==> src/rtl/fifo_pkg.sv <==
// Shared types and helpers for the parametrised FIFO and its callers.
package fifo_pkg;

  // Pointer width: index bits plus one wrap bit.
  function automatic int ptr_w(input int depth);
    return $clog2(depth) + 1;
  endfunction

  typedef struct packed {
    logic full;
    logic almost_full;
    logic empty;
    logic almost_empty;
    logic overflow;
    logic underflow;
  } fifo_status_t;

endpackage

==> src/rtl/fifo_ram.sv <==
// Simple dual-port storage: synchronous write, asynchronous read, no reset.
module fifo_ram #(
  parameter int DATA_WIDTH = 8,
  parameter int DEPTH      = 16
) (
  input  logic                       clk_i,
  input  logic                       we_i,
  input  logic [$clog2(DEPTH)-1:0]   waddr_i,
  input  logic [DATA_WIDTH-1:0]      wdata_i,
  input  logic [$clog2(DEPTH)-1:0]   raddr_i,
  output logic [DATA_WIDTH-1:0]      rdata_o
);

  logic [DATA_WIDTH-1:0] r_mem [DEPTH];

  always_ff @(posedge clk_i) begin
    if (we_i) begin
      r_mem[waddr_i] <= wdata_i;
    end
  end

  assign rdata_o = r_mem[raddr_i];

endmodule

==> src/rtl/fifo_param.sv <==
// Parametrised first-word-fall-through FIFO with occupancy, threshold flags,
// flush and sticky error flags; all outputs decode registered state only.
module fifo_param
  import fifo_pkg::*;
#(
  parameter int DATA_WIDTH = 8,
  parameter int DEPTH      = 16,
  parameter int AF_THRESH  = DEPTH - 2,
  parameter int AE_THRESH  = 2
) (
  input  logic                     clk_i,
  input  logic                     rstn_i,
  input  logic                     flush_i,
  input  logic                     clr_err_i,
  input  logic [DATA_WIDTH-1:0]    data_i,
  input  logic                     push_i,
  output logic                     full_o,
  output logic                     almost_full_o,
  output logic [DATA_WIDTH-1:0]    data_o,
  input  logic                     pop_i,
  output logic                     empty_o,
  output logic                     almost_empty_o,
  output logic [$clog2(DEPTH):0]   count_o,
  output logic                     overflow_o,
  output logic                     underflow_o
);

  localparam int PW = ptr_w(DEPTH);
  localparam int AW = PW - 1;
  localparam logic [PW-1:0] DEPTH_C = PW'(DEPTH);
  localparam logic [PW-1:0] AF_C    = PW'(AF_THRESH);
  localparam logic [PW-1:0] AE_C    = PW'(AE_THRESH);

  logic [PW-1:0]         r_wptr;
  logic [PW-1:0]         r_rptr;
  logic                  r_ovf;
  logic                  r_udf;
  logic [PW-1:0]         w_count;
  logic                  w_push_acc;
  logic                  w_pop_acc;
  logic                  w_set_ovf;
  logic                  w_set_udf;
  logic [DATA_WIDTH-1:0] w_rdata;
  fifo_status_t          w_status;

  assign w_count = r_wptr - r_rptr;

  assign w_status.full         = (w_count == DEPTH_C);
  assign w_status.almost_full  = (w_count >= AF_C);
  assign w_status.empty        = (w_count == '0);
  assign w_status.almost_empty = (w_count <= AE_C);
  assign w_status.overflow     = r_ovf;
  assign w_status.underflow    = r_udf;

  // A push into a full FIFO is legal when the head leaves the same cycle.
  assign w_pop_acc  = ~flush_i & pop_i & ~w_status.empty;
  assign w_push_acc = ~flush_i & push_i & (~w_status.full | pop_i);
  assign w_set_ovf  = ~flush_i & push_i & w_status.full & ~pop_i;
  assign w_set_udf  = ~flush_i & pop_i & w_status.empty;

  always_ff @(posedge clk_i or negedge rstn_i) begin
    if (!rstn_i) begin
      r_wptr <= '0;
      r_rptr <= '0;
    end else if (flush_i) begin
      r_wptr <= '0;
      r_rptr <= '0;
    end else begin
      r_wptr <= r_wptr + PW'(w_push_acc);
      r_rptr <= r_rptr + PW'(w_pop_acc);
    end
  end

  // Set takes priority over clear so no error event is ever lost.
  always_ff @(posedge clk_i or negedge rstn_i) begin
    if (!rstn_i) begin
      r_ovf <= 1'b0;
      r_udf <= 1'b0;
    end else begin
      r_ovf <= w_set_ovf | (r_ovf & ~clr_err_i);
      r_udf <= w_set_udf | (r_udf & ~clr_err_i);
    end
  end

  fifo_ram #(
    .DATA_WIDTH (DATA_WIDTH),
    .DEPTH      (DEPTH)
  ) u_ram (
    .clk_i   (clk_i),
    .we_i    (w_push_acc),
    .waddr_i (r_wptr[AW-1:0]),
    .wdata_i (data_i),
    .raddr_i (r_rptr[AW-1:0]),
    .rdata_o (w_rdata)
  );

  assign data_o         = w_status.empty ? '0 : w_rdata;
  assign full_o         = w_status.full;
  assign almost_full_o  = w_status.almost_full;
  assign empty_o        = w_status.empty;
  assign almost_empty_o = w_status.almost_empty;
  assign overflow_o     = w_status.overflow;
  assign underflow_o    = w_status.underflow;
  assign count_o        = w_count;

endmodule

==> config.mk <==
export PLATFORM = sky130hd
export DESIGN_NAME = fifo_param
export DESIGN_NICKNAME = d
export VERILOG_FILES = /design/src/rtl/fifo_pkg.sv /design/src/rtl/fifo_ram.sv /design/src/rtl/fifo_param.sv
export SDC_FILE = /design/constraint.sdc
export NUM_CORES = 1
export LEC_CHECK = 0
export CORE_MARGIN = 1
export CORE_UTILIZATION = 30
export DETAILED_ROUTE_END_ITERATION = 6
export PLACE_DENSITY = 0.47
export SKIP_CTS_REPAIR_TIMING = 1
export SYNTH_ARGS = -nofsm -noshare
export SYNTH_HDL_FRONTEND = slang
export SYNTH_HIERARCHICAL = 1
export SYNTH_SLANG_ARGS = --single-unit
==> constraint.sdc <==
create_clock -name clk_i -period 8.8 [get_ports clk_i]
set_clock_uncertainty 0.15 [all_clocks]
set_input_delay 1.76 -clock clk_i [delete_from_list [all_inputs] [get_ports clk_i]]
set_output_delay 1.76 -clock clk_i [all_outputs]
set_load 0.01 [all_outputs]
==> run metrics <==
initial antenna violation count=0; pre-CTS setup slack=4090 ps; yosys warns=6; #FFs+latches synth=140; dpl hpwl=7860 µm; clock-pin slew on the worst setup and hold paths=60 ps; CP Capture Type=primary output; Avg Synthesized Cell Area=19.0 µm²; cell leakage power=2.29 nW; GP Congestion=between 0.7 and 0.8; top cells by area, synth=edfxtp_1 66%, mux4_2 7.0%, mux4_1 6.4%, dfrtp_1 5.2%, a22oi_1 2.1%; WS Path Type=reg2out; Final nets=371; Final Setup Violations=0; clock root buffer=clkbuf_16; I/O pins=33; Rows=50; CP arrival=3270 ps; post-synthesis sequential area ratio=71.6%; antenna cells=0; crit-path max FO=11; Yosys cell types=34; worst reg2reg setup slack=4870 ps; status=finished, final reports clean; mapped cell area=0.00579 mm²; Async S/R FF share, synth=roughly 8.6%; H-tree Lvls=4; largest net degree at the start of global routing=36; drt pass-1 iters=4; DIE AREA=0.0198 mm²; commonest non-fill, non-tap cell in the layout=edfxtp_1; final WL=between 10,000 and 15,000 µm; CORE AREA=0.0188 mm²; fraction of layout cells with a size suffix above 1=15.8%; nature of the critical path startpoint=flop; CTS Sinks=140; Die W=141 µm; worst hold path class=reg2reg; worst r2r src=r_wptr[0]$_DFF_PN0_; Clock Latency Late Sink=420 ps; hold path start=underflow_o$_DFF_PN0_; overall routing resource usage=13.7%; Area growth syn-to-layout=20.8%; WL/cell=20.0 µm; first-pass GRT wire length=about 19,000 µm; worst slew pin tran=between 1000 and 1500 ps; post-layout minimum cycle time=5180 ps; GR peak layer=met2; TritonCTS clock tree=built; worst hold path cell count=1; DP Area=between 0.006 and 0.007 mm²; total CTS buffers=17; remaining antenna violation count after routing=0; met1 Use GR=19.2%; post-route cell area=~0.007 mm²; filler cell count in the final layout=between 1,500 and 2,000; drt drc=0; worst reg2reg path endpoint=u_ram/r_mem[2][3]$_DFFE_PP_; most frequent cells in the layout=128 x edfxtp_1, 32 x clkdlybuf4s50_1, 22 x nor2_1; max_slew headroom=29.1%; grt met2 use=20.2%; vias in the first global route=between 3,000 and 4,000; Starting Density=30.7%; met3 Resource Use GR=3.91%; Vias=2,904; Final Cycle Share=58.8%; power per cell area=253 mW/mm²; Post-synth top flop=edfxtp_1; die height=roughly 140 µm; final hold viol count=0; Synthesized Nets=327; grt ovf=0; unrepaired setup endpoints after global routing=false; Synth top area share=66.4%; slowest stage delay, CP=560 ps; total of max-cap violations=0; Synth area leader=edfxtp_1; Mapped Cells=304; # port buffers=32; Post-synth EDFFs=128; CP max stage cell=clkdlybuf4s50_1; CP cell instances=inv_1 -> ha_1 -> fa_1 -> inv_1 -> or3_4 -> nor3b_1 -> buf_4 -> clkdlybuf4s50_1; CP required=6890 ps; final setup margin=3620 ps; deepest clock path buffer count=2; DR vias/cell=around 4.7; Worst VDD drop=0.138 mV; Slew Viols, Final=0; Iter 0 DRT Violations=188; worst hold endpoint=underflow_o$_DFF_PN0_; Max Freq=193 MHz; CP most frequent cell=inv_1; r2r worst-path depth=10; setup TNS=0 ps
## layout make-up
cell class	instances	area (µm²)	area share [%]
multi-input combinational	142	1520	21.7
clock buffer	18	429	6.14
sequential	140	4150	59.3
tap	260	325	4.65
timing repair buffer	37	358	5.12
clock inverter	13	175	2.51
inverter	10	37.5	0.537
## cell usage after synthesis (all sizes together) (3+ instances only)
cell type	count
edfxtp	128
mux4	32
nor2	22
a22oi	16
nor2b	13
dfrtp	12
nand2	11
inv	10
buf	8
ha	8
xnor2	6
nand3	5
nor3	4
xor2	4
clkdlybuf4s25	3
nand2b	3
nand3b	3
## power by group
group / leakage [nW] / internal, mW / switching, mW / total, mW
Combinational: 0.688 / 0.158 / 0.137 / 0.294
Clock: 0.281 / 0.468 / 0.259 / 0.728
Sequential: 1.32 / 0.735 / 0.0122 / 0.748
Total: 2.29 / 1.36 / 0.408 / 1.77
## worst max path at each step
stage | from | endpoint
2_1_floorplan | r_wptr[0]$_DFF_PN0_ | almost_empty_o
3_3_place_gp | flush_i | u_ram/r_mem[3][3]$_DFFE_PP_
3_5_place_dp | r_wptr[0]$_DFF_PN0_ | data_o[3]
4_1_cts | r_wptr[0]$_DFF_PN0_ | empty_o
5_1_grt | r_wptr[0]$_DFF_PN0_ | data_o[1]
6_report | r_wptr[0]$_DFF_PN0_ | empty_o
## kinds of logic (layout without fill, tap and decap cells)
logic type / after synthesis / count (layout) / share of synthesized area (%)
fa+ha+maj: 9 / 9 / 2.08
xor+xnor: 10 / 10 / 1.51
buf+inv: 22 / 78 / 2.29
compound gates: 23 / 23 / 3.07
mux: 32 / 32 / 13.4
flops: 140 / 140 / 71.6
simple gates: 68 / 68 / 6.06
## layer usage
metal	share of wire [%]	vias to the layer above
met1	49	1518
met5	0	-
met4	0.94	0
met2	45	68
li1	-	1310
met3	4.8	8
## state kept, by name, indices dropped and copies added, names as in the netlist
register and cells:
r_wptr 5, overflow_o 1, u_ram/r_mem 128, underflow_o 1, r_rptr 5
## worst max-delay path, delay by kind of cell (launching register included)
kind	cells	cell delay, ps
buffers and inverters	4	950
and+or+nand+nor	2	630
DFF	1	530
adders and majority gates	2	720
## stage by stage
stage	power (mW)	cells	utilization, %	hold slack (ps)
finish	1.77	620	37.1	337
CTS	1.79	620	37.1	342
detailed placement	1.06	589	33.9	328
global route	1.84	620	37.1	373
global placement	1.06	589	33.9	344
floorplan	0.926	304	-	372
Power figures use the tool's default switching activity.
